**src/rtl/pipe1_sched.sv**
```systemverilog
// ---------------------------------------------------------------------------
// pipe1_sched
// Two-requester round-robin scheduler in front of a shared, reset-less
// 3-stage arithmetic pipeline F = ((A+B)+(C-D))*D.  It accepts one operand set
// per clock over valid/ready and drives it into the pipeline. It also carries a
// valid/tag token alongside each set so the result returns to its requester.
//
// Ports
//   clk, reset        rising-edge clock, asynchronous active-high reset
//   en                issue enable (0 blocks new accepts, in-flight sets drain)
//   v0/v1, rdy0/rdy1  requester valid in / combinational accept out
//   a0..d0, a1..d1    requester operand sets
//   pa..pd            registered operands to the pipeline
//   pf                pipeline result input
//   rv0/rv1, rf       registered one-cycle result pulse per requester + data
//   busy              registered: any token in flight or result pulse pending
//   cnt0/cnt1         wrapping accepted-set counters per requester
// ---------------------------------------------------------------------------
module pipe1_sched #(
    parameter int N   = 10,
    parameter int LAT = 3,
    parameter int CW  = 8
) (
    input  logic          clk,
    input  logic          reset,
    input  logic          en,
    input  logic          v0,
    input  logic          v1,
    output logic          rdy0,
    output logic          rdy1,
    input  logic [N-1:0]  a0,
    input  logic [N-1:0]  b0,
    input  logic [N-1:0]  c0,
    input  logic [N-1:0]  d0,
    input  logic [N-1:0]  a1,
    input  logic [N-1:0]  b1,
    input  logic [N-1:0]  c1,
    input  logic [N-1:0]  d1,
    output logic [N-1:0]  pa,
    output logic [N-1:0]  pb,
    output logic [N-1:0]  pc,
    output logic [N-1:0]  pd,
    input  logic [N-1:0]  pf,
    output logic          rv0,
    output logic          rv1,
    output logic [N-1:0]  rf,
    output logic          busy,
    output logic [CW-1:0] cnt0,
    output logic [CW-1:0] cnt1
);

    // Operand registers feeding the pipeline
    logic [N-1:0]  pa_q, pa_d, pb_q, pb_d, pc_q, pc_d, pd_q, pd_d;
    // Token shift register: slot k describes the set that entered k+1 edges ago
    logic [LAT:0]  tok_v_q, tok_v_d;
    logic [LAT:0]  tok_t_q, tok_t_d;
    // Result, counters, arbitration pointer, busy flag
    logic          rv0_q, rv0_d, rv1_q, rv1_d;
    logic [N-1:0]  rf_q, rf_d;
    logic [CW-1:0] cnt0_q, cnt0_d, cnt1_q, cnt1_d;
    logic          prio_q, prio_d;
    logic          busy_q, busy_d;
    logic          rdy0_s, rdy1_s;

    localparam logic [CW-1:0] CNT_ONE = {{(CW-1){1'b0}}, 1'b1};

    // Round-robin grant: a lone requester always wins, contention goes to prio
    always_comb begin
        rdy0_s = en & v0 & (~prio_q | ~v1);
        rdy1_s = en & v1 & ( prio_q | ~v0);
    end

    // Next-state logic for issue, token tracking and retire
    always_comb begin
        pa_d    = pa_q;
        pb_d    = pb_q;
        pc_d    = pc_q;
        pd_d    = pd_q;
        cnt0_d  = cnt0_q;
        cnt1_d  = cnt1_q;
        prio_d  = prio_q;
        tok_v_d = tok_v_q;
        tok_t_d = tok_t_q;
        rf_d    = rf_q;
        rv0_d   = 1'b0;
        rv1_d   = 1'b0;

        // Tokens march in lock-step with the data in the pipeline
        for (int k = 1; k <= LAT; k++) begin
            tok_v_d[k] = tok_v_q[k-1];
            tok_t_d[k] = tok_t_q[k-1];
        end

        if (rdy0_s) begin
            pa_d       = a0;
            pb_d       = b0;
            pc_d       = c0;
            pd_d       = d0;
            tok_v_d[0] = 1'b1;
            tok_t_d[0] = 1'b0;
            cnt0_d     = cnt0_q + CNT_ONE;
            prio_d     = 1'b1;
        end else if (rdy1_s) begin
            pa_d       = a1;
            pb_d       = b1;
            pc_d       = c1;
            pd_d       = d1;
            tok_v_d[0] = 1'b1;
            tok_t_d[0] = 1'b1;
            cnt1_d     = cnt1_q + CNT_ONE;
            prio_d     = 1'b0;
        end else begin
            // Operands hold; the bubble is marked by an invalid token
            tok_v_d[0] = 1'b0;
            tok_t_d[0] = 1'b0;
        end

        // Last slot valid means pf currently carries that token's result
        if (tok_v_q[LAT]) begin
            rf_d  = pf;
            rv0_d = ~tok_t_q[LAT];
            rv1_d =  tok_t_q[LAT];
        end else begin
            rf_d  = rf_q;
        end

        // Registered form of "tokens in flight or result pulse showing"
        busy_d = (|tok_v_d) | rv0_d | rv1_d;
    end

    // State registers; reset drops anything in flight
    always_ff @(posedge clk or posedge reset) begin
        if (reset) begin
            pa_q    <= {N{1'b0}};
            pb_q    <= {N{1'b0}};
            pc_q    <= {N{1'b0}};
            pd_q    <= {N{1'b0}};
            tok_v_q <= {(LAT+1){1'b0}};
            tok_t_q <= {(LAT+1){1'b0}};
            rv0_q   <= 1'b0;
            rv1_q   <= 1'b0;
            rf_q    <= {N{1'b0}};
            cnt0_q  <= {CW{1'b0}};
            cnt1_q  <= {CW{1'b0}};
            prio_q  <= 1'b0;
            busy_q  <= 1'b0;
        end else begin
            pa_q    <= pa_d;
            pb_q    <= pb_d;
            pc_q    <= pc_d;
            pd_q    <= pd_d;
            tok_v_q <= tok_v_d;
            tok_t_q <= tok_t_d;
            rv0_q   <= rv0_d;
            rv1_q   <= rv1_d;
            rf_q    <= rf_d;
            cnt0_q  <= cnt0_d;
            cnt1_q  <= cnt1_d;
            prio_q  <= prio_d;
            busy_q  <= busy_d;
        end
    end

    assign rdy0 = rdy0_s;
    assign rdy1 = rdy1_s;
    assign pa   = pa_q;
    assign pb   = pb_q;
    assign pc   = pc_q;
    assign pd   = pd_q;
    assign rv0  = rv0_q;
    assign rv1  = rv1_q;
    assign rf   = rf_q;
    assign busy = busy_q;
    assign cnt0 = cnt0_q;
    assign cnt1 = cnt1_q;

endmodule

```
**config.mk**
```make
export PLATFORM = sky130hd
export DESIGN_NAME = pipe1_sched
export DESIGN_NICKNAME = d
export VERILOG_FILES = /design/src/rtl/pipe1_sched.sv
export SDC_FILE = /design/constraint.sdc
export NUM_CORES = 1
export LEC_CHECK = 0
export CAP_MARGIN = 30
export CORE_ASPECT_RATIO = 0.6
export CORE_MARGIN = 3
export CORE_UTILIZATION = 40
export CTS_BUF_LIST = sky130_fd_sc_hd__clkbuf_16
export DETAILED_ROUTE_END_ITERATION = 8
export PLACE_DENSITY = 0.85
export RECOVER_POWER = 50
export SYNTH_ARGS = -nofsm -noshare
export SYNTH_HDL_FRONTEND = slang
export SYNTH_SLANG_ARGS = --single-unit
export TNS_END_PERCENT = 100
```
**constraint.sdc**
```tcl
create_clock -name clk -period 3.3 [get_ports clk]
set_input_delay 0.66 -clock clk [delete_from_list [all_inputs] [get_ports clk]]
set_output_delay 0.66 -clock clk [all_outputs]
set_load 0.02 [all_outputs]
```
==> summary.txt, run 1 <==
Status
  – Status: finished, violations left
  – Failing checks: max-capacitance violations, max-slew violations

STA
  – Max-slew violations: 36
  – Slew HR: -2.37%
  – Setup TNS Final: 0 ns
  – Worst-Margin Slew: 1.53 ns
  – Fin Clk Skew: 0.00615 ns
  – Period minus WS final: 2.92 ns
  – RSZ-0062 raised after global routing: false
  – Fin crit share: 88.5%
  – Achievable Freq: 342 MHz
  – # setup viols final: 0
  – Final hold vios: 0
  – PnR worst setup slack: 0.379 ns

Floorplanning
  – Std-Cell Rows: 24
  – Full die area: 9360 um^2
  – Die height: 76.2 um
  – Core ar.: 7600 um^2
  – I/O Pins: 166
  – Die Span X: 123 um
  – Initial core utilization: 43.2%

Logic synthesis
  – Yosys cell types: 26
  – Post-synth top area share: 59.5%
  – Post-synth EDFFs: 0
  – Main flop type after synthesis: dfrtp_1
  – Dominant cells by area after synthesis: dfrtp_1 (59%), mux2i_1 (12%), nand2_1 (6.3%)
  – Post-Syn Instances: 281
  – Synthesized flop and latch total: 78
  – Top cells by count, synth: dfrtp_1 (78), nand2_1 (55), mux2i_1 (40)
  – Sequential share of the synthesized area: 59.5%
  – Count leader, synth: dfrtp_1
  – Top cell type by total area after synthesis: dfrtp_1
  – Avg Cell Area, Syn: 11.7 um^2
  – Syn Nets: 378
  – Synth warn: 0
  – Post-Syn Area: 3280 um^2
  – Post-synth ARST share: 100%

Min path
  – Hold_sp: tok_t_q[0]
  – Hold Crit Class: reg2reg
  – Hold worst-path end: tok_t_q[1]
  – Min-Delay Path Depth: 0

Flow run
  – Max_cap viols: 1

Place
  – Setup WS pre-CTS: 0.384 ns
  – Final HPWL DP: 6560 um
  – Routability congestion estimate: 0.781
  – Port Buffers: 165
  – Cell Area, Placed: 5010 um^2

Final layout
  – Number of diodes: 0
  – Fillers: 557
  – Syn-to-layout area delta: 60.6%
  – Final nets: 544
  – Layout cell share with drive strength beyond 1: 6.86%
  – Finished Cell Area: 5270 um^2

CTS
  – CTS Buf Count: 9
  – Clk root buf: clkbuf_16
  – Sink Count: 78
  – Post-CTS Resized: 0
  – Hold_buf cts: 0
  – Worst-path clk slew: 0.06 ns
  – Clk_lat worst skew: 0.32 ns
  – # H-tree levels: 3
  – Clk buf depth: 2
  – CTS tree: done
  – # Post-CTS Setup Buffers: 0

Global routing
  – GRT Total Usage: 18.2%
  – First-pass GRT wire length: 13,700 um
  – Largest net degree at the start of global routing: 52
  – Grt ovf: 0
  – Vias in the first global route: 2,726
  – Initial antenna violation count: 0

Critical path
  – R2r startpoint: prio_q
  – Critical path peak fanout: 4
  – R2r setup slk: 1.58 ns
  – Crit end category: primary output
  – Worst Reg-to-Reg Cells: 5
  – FF-to-FF End: pc[3]
  – Critical path class: in2out
  – WP data required: 2.64 ns
  – CP startpoint kind: input port
  – Crit path DAT: 2.26 ns

Routing
  – # DRC: 0
  – ANT nets after route: 0
  – Initial DRC Count: 94
  – DR vias/cell: 4.74
  – WL per Instance: 15.2 um
  – DRT Pass-1 Iters: 4
  – Via count: 2,637
  – Drt total wl: 8470 um

Pwr
  – Worst IR Drop VDD: 352 uV
  – Power Dens Cells: 585 nW/um^2
  – Leak: 2.44 nW
==> worst max-delay path, stage by stage <==
cell and delay [ns]:
dlygate4sd3_1 0.58, nand2_1 0.09, nand3_1 0.12, inv_1 0.17, clkdlybuf4s50_1 0.65
==> sequential cells by signal, summed over array words and instances (netlist names), 4 cells and up <==
signal	cells
pb	10
rf	10
pa	10
pc	10
cnt1	8
cnt0	8
tok_v_q	4
tok_t_q	4
pd	10
==> worst max-delay path by stage <==
stage / start / to / cells past startpoint
finish: v1 / rdy0 / 5
global route: reset / pa[8] / 3
CTS: en / rdy1 / 5
detailed placement: en / rdy1 / 5
global placement: en / rdy1 / 5
floorplan: reset / busy / 1
==> routing by layer <==
metal	track usage, %	part of all wire [%]	up-vias
li1	-	-	1285
met1	22.6	41	1239
met2	30.8	48	107
met3	6.90	9.9	6
met4	3.02	0.63	0
met5	0	0	-
==> stage by stage <==
stage          hold WS (ns)  util [%]  power, W  instances
6_report              0.348      69.4   0.00308        556
3_5_place_dp          0.339      66.0   0.00216        540
3_3_place_gp          0.333      66.0   0.00213        540
2_1_floorplan         0.331         -   0.00166        281
5_1_grt               0.353      69.4   0.00324        556
4_1_cts               0.350      69.9   0.00313        556
==> cells in the final DEF (no fill, tap or decap), drive strengths merged, types with 6 or more instances in the layout <==
master	count
clkbuf	12
inv	7
xnor2	6
mux2	10
mux2i	40
xor2	8
dlygate4sd3	7
nand2	55
o21ai	42
clkdlybuf4s50	158
dfrtp	78
==> power breakdown <==
part | internal (W) | switching (W)
combinational | 0.000458 | 0.000425
clock | 0.000586 | 0.000374
sequential | 0.00111 | 0.000129
==> area by class of cell <==
type | instances | area [um^2] | area share (%)
Inverter | 6 | 23.8 | 0.451
Tap cell | 104 | 130 | 2.47
Multi-Input combinational cell | 182 | 1190 | 22.5
Clock buffer | 9 | 225 | 4.27
Sequential cell | 78 | 1950 | 37.0
Clock inverter | 7 | 71.3 | 1.35
Timing Repair Buffer | 170 | 1680 | 31.9
==> logic make-up (layout without fill, tap and decap cells) <==
group | count (synthesis) | in the layout | synth area share [%]
buf+inv | 21 | 192 | 3.58
flops | 78 | 78 | 59.5
fa+ha+maj | 2 | 2 | 0.763
mux | 50 | 50 | 15.6
simple gates | 73 | 73 | 10.0
xor+xnor | 14 | 14 | 3.74
compound gates | 43 | 43 | 6.75
Power figures use the tool's default switching activity.
==> inputs of run 2 (changes only) <==
CTS_CLUSTER_DIAMETER = 40   (was unset)
PLACE_DENSITY = unset   (was 0.85)
PLACE_DENSITY_LB_ADDON = 0.05   (was unset)
==> summary.txt, run 2 (synthesis results as in run 1) <==
STA
  – Final hold vios: 0 (unchanged)
  – Achievable Freq: 341 MHz (-0.39%)
  – WHS: 0.348 ns (-0.000162 ns)
  – Period minus WS final: 2.93 ns (+0.0115 ns)
  – RSZ-0062 raised after global routing: false
  – Max-slew violations: 79 (+120%)
  – Worst-Margin Slew: 1.85 ns (+0.327 ns)
  – Fin crit share: 88.9% (+0.35 points)
  – Fin Clk Skew: 0.00697 ns (+0.000814 ns)
  – Slew HR: -23.6% (-21 points)
  – # setup viols final: 0 (unchanged)
  – Setup TNS Final: 0 ns (unchanged)

Final layout
  – Syn-to-layout area delta: 59.1%
  – Multi-input gate area: 1200 um^2 (+0.95%)
  – Fillers: 584 (+4.8%)
  – Commonest cells after routing, fill and taps aside: clkdlybuf4s50_1 (158), dfrtp_1 (78), nand2_1 (55)
  – Finished Cell Area: 5220 um^2 (-0.97%)
  – Register Area: 1950 um^2 (unchanged)
  – Most common cell after layout, fill and taps aside: clkdlybuf4s50_1
  – Post-layout util: 68.7% (-0.68 points)
  – Layout cell share with drive strength beyond 1: 5.80% (-1.1 points)
  – Number of diodes: 0 (unchanged)
  – Final nets: 542 (-0.37%)

CTS
  – # Post-CTS Setup Buffers: 0 (unchanged)
  – CTS tree: done
  – Post-CTS Resized: 0 (unchanged)
  – Worst-path clk slew: 0.05 ns (about the same)
  – Hold_buf cts: 0 (unchanged)
  – Clk root buf: clkbuf_16
  – Clk buf depth: 2 (unchanged)
  – CTS Buf Count: 9 (unchanged)
  – Sink Count: 78 (unchanged)
  – Clk_lat worst skew: 0.33 ns (about the same)
  – # H-tree levels: 3 (unchanged)

Critical path
  – Critical Path, Cell by Cell: dlygate4sd3_1 -> nand2_1 -> a21o_1 -> inv_1 -> clkdlybuf4s50_1
  – WP data required: 2.64 ns (about the same)
  – Critical path peak fanout: 8 (+4)
  – R2r startpoint: prio_q
  – FF-to-FF End: pa[5]
  – Buf/Inv on CP: 3 (unchanged)
  – CP delay by family, top: buffers and inverters
  – Setup crit start: v1
  – CP max-delay cell: dlygate4sd3_1
  – Worst Reg-to-Reg Cells: 5 (unchanged)
  – Crit end category: primary output
  – Crit path DAT: 2.27 ns (about the same)
  – WP depth: 5 (unchanged)
  – Critical path class: in2out
  – Worst setup endpoint: rdy1
  – CP startpoint kind: input port
  – Max incr delay on CP: 0.61 ns (-0.04 ns)
  – R2r setup slk: 1.56 ns (-0.02 ns)

Global routing
  – GRT Total Usage: 17.5% (-0.77 points)
  – Grt ovf: 0 (unchanged)
  – Initial antenna violation count: 0 (unchanged)
  – Vias in the first global route: 2,571 (-5.7%)
  – First-pass GRT wire length: 12,700 um (-7.2%)
  – Largest net degree at the start of global routing: 83 (+60%)

Floorplanning
  – Die Span X: 123 um (unchanged)
  – Die height: 76.2 um (unchanged)
  – Core ar.: 7600 um^2 (unchanged)
  – Initial core utilization: 43.2% (unchanged)
  – I/O Pins: 166 (unchanged)
  – Std-Cell Rows: 24 (unchanged)
  – Full die area: 9360 um^2 (unchanged)

Routing
  – DRT Pass-1 Iters: 4 (unchanged)
  – Initial DRC Count: 156 (+66%)
  – Via count: 2,576 (-2.3%)
  – ANT nets after route: 0 (unchanged)
  – DR vias/cell: 4.67 (-1.6%)
  – WL per Instance: 14.4 um (-5.2%)
  – # DRC: 0 (unchanged)
  – Drt total wl: 7970 um (-5.9%)

Status
  – Failing checks: max-capacitance violations, max-slew violations
  – Status: finished, violations left

Pwr
  – Power Dens Cells: 563 nW/um^2 (-3.7%)
  – Worst IR Drop VDD: 453 uV (+29%)
  – Leak: 2.43 nW (-0.61%)
  – Total design power: 0.00294 W (-4.6%)

Place
  – Cell Area, Placed: 5010 um^2 (about the same)
  – Routability congestion estimate: 0.819 (+4.8%)
  – Port Buffers: 165 (unchanged)
  – Final HPWL DP: 5960 um (-9.2%)

Flow run
  – Max_cap viols: 1 (unchanged)

Min path
  – Hold Crit Class: reg2reg
-- run 2: stage by stage --
step	setup slack, ns	instances
2_1_floorplan	0.645	281
3_3_place_gp	0.410	538
3_5_place_dp	0.390	538
4_1_cts	0.392	552
5_1_grt	0.277	552
6_report	0.367	552
-- run 2: report_power, final --
part           internal, W  leakage, nW  switching, W
sequential         0.00111        0.959      0.000130
clock             0.000487        0.125      0.000335
combinational     0.000458         1.34      0.000417
total              0.00206         2.43      0.000882
-- run 2: layer usage --
layer	GRT usage, %	routed length [um]	vias to the layer above
met2	27.4	3690	98
met3	9.05	948	2
met4	4.36	29	0
met1	21.3	3300	1203
li1	-	-	1273
met5	0	0	-
-- run 2: worst min-delay path by stage --
stage                     slack (ns)    endpoint       start  cells after the start
after CTS                       0.35  tok_t_q[3]  tok_t_q[2]                      0
after global placement          0.34  tok_t_q[3]  tok_t_q[2]                      0
final                           0.35  tok_t_q[3]  tok_t_q[2]                      0
after floorplan                 0.33  tok_t_q[1]  tok_t_q[0]                      0
after detailed placement        0.34  tok_t_q[3]  tok_t_q[2]                      0
after global routing            0.36  tok_t_q[1]  tok_t_q[0]                      0
-- run 2: cell type report --
cell class	count	area share, %
Timing Repair Buffer	168	32.0
Clock buffer	9	4.32
Sequential cell	78	37.4
Multi-Input combinational cell	182	23.0
Inverter	6	0.456
Tap cell	104	2.49
Clock inverter	5	0.384
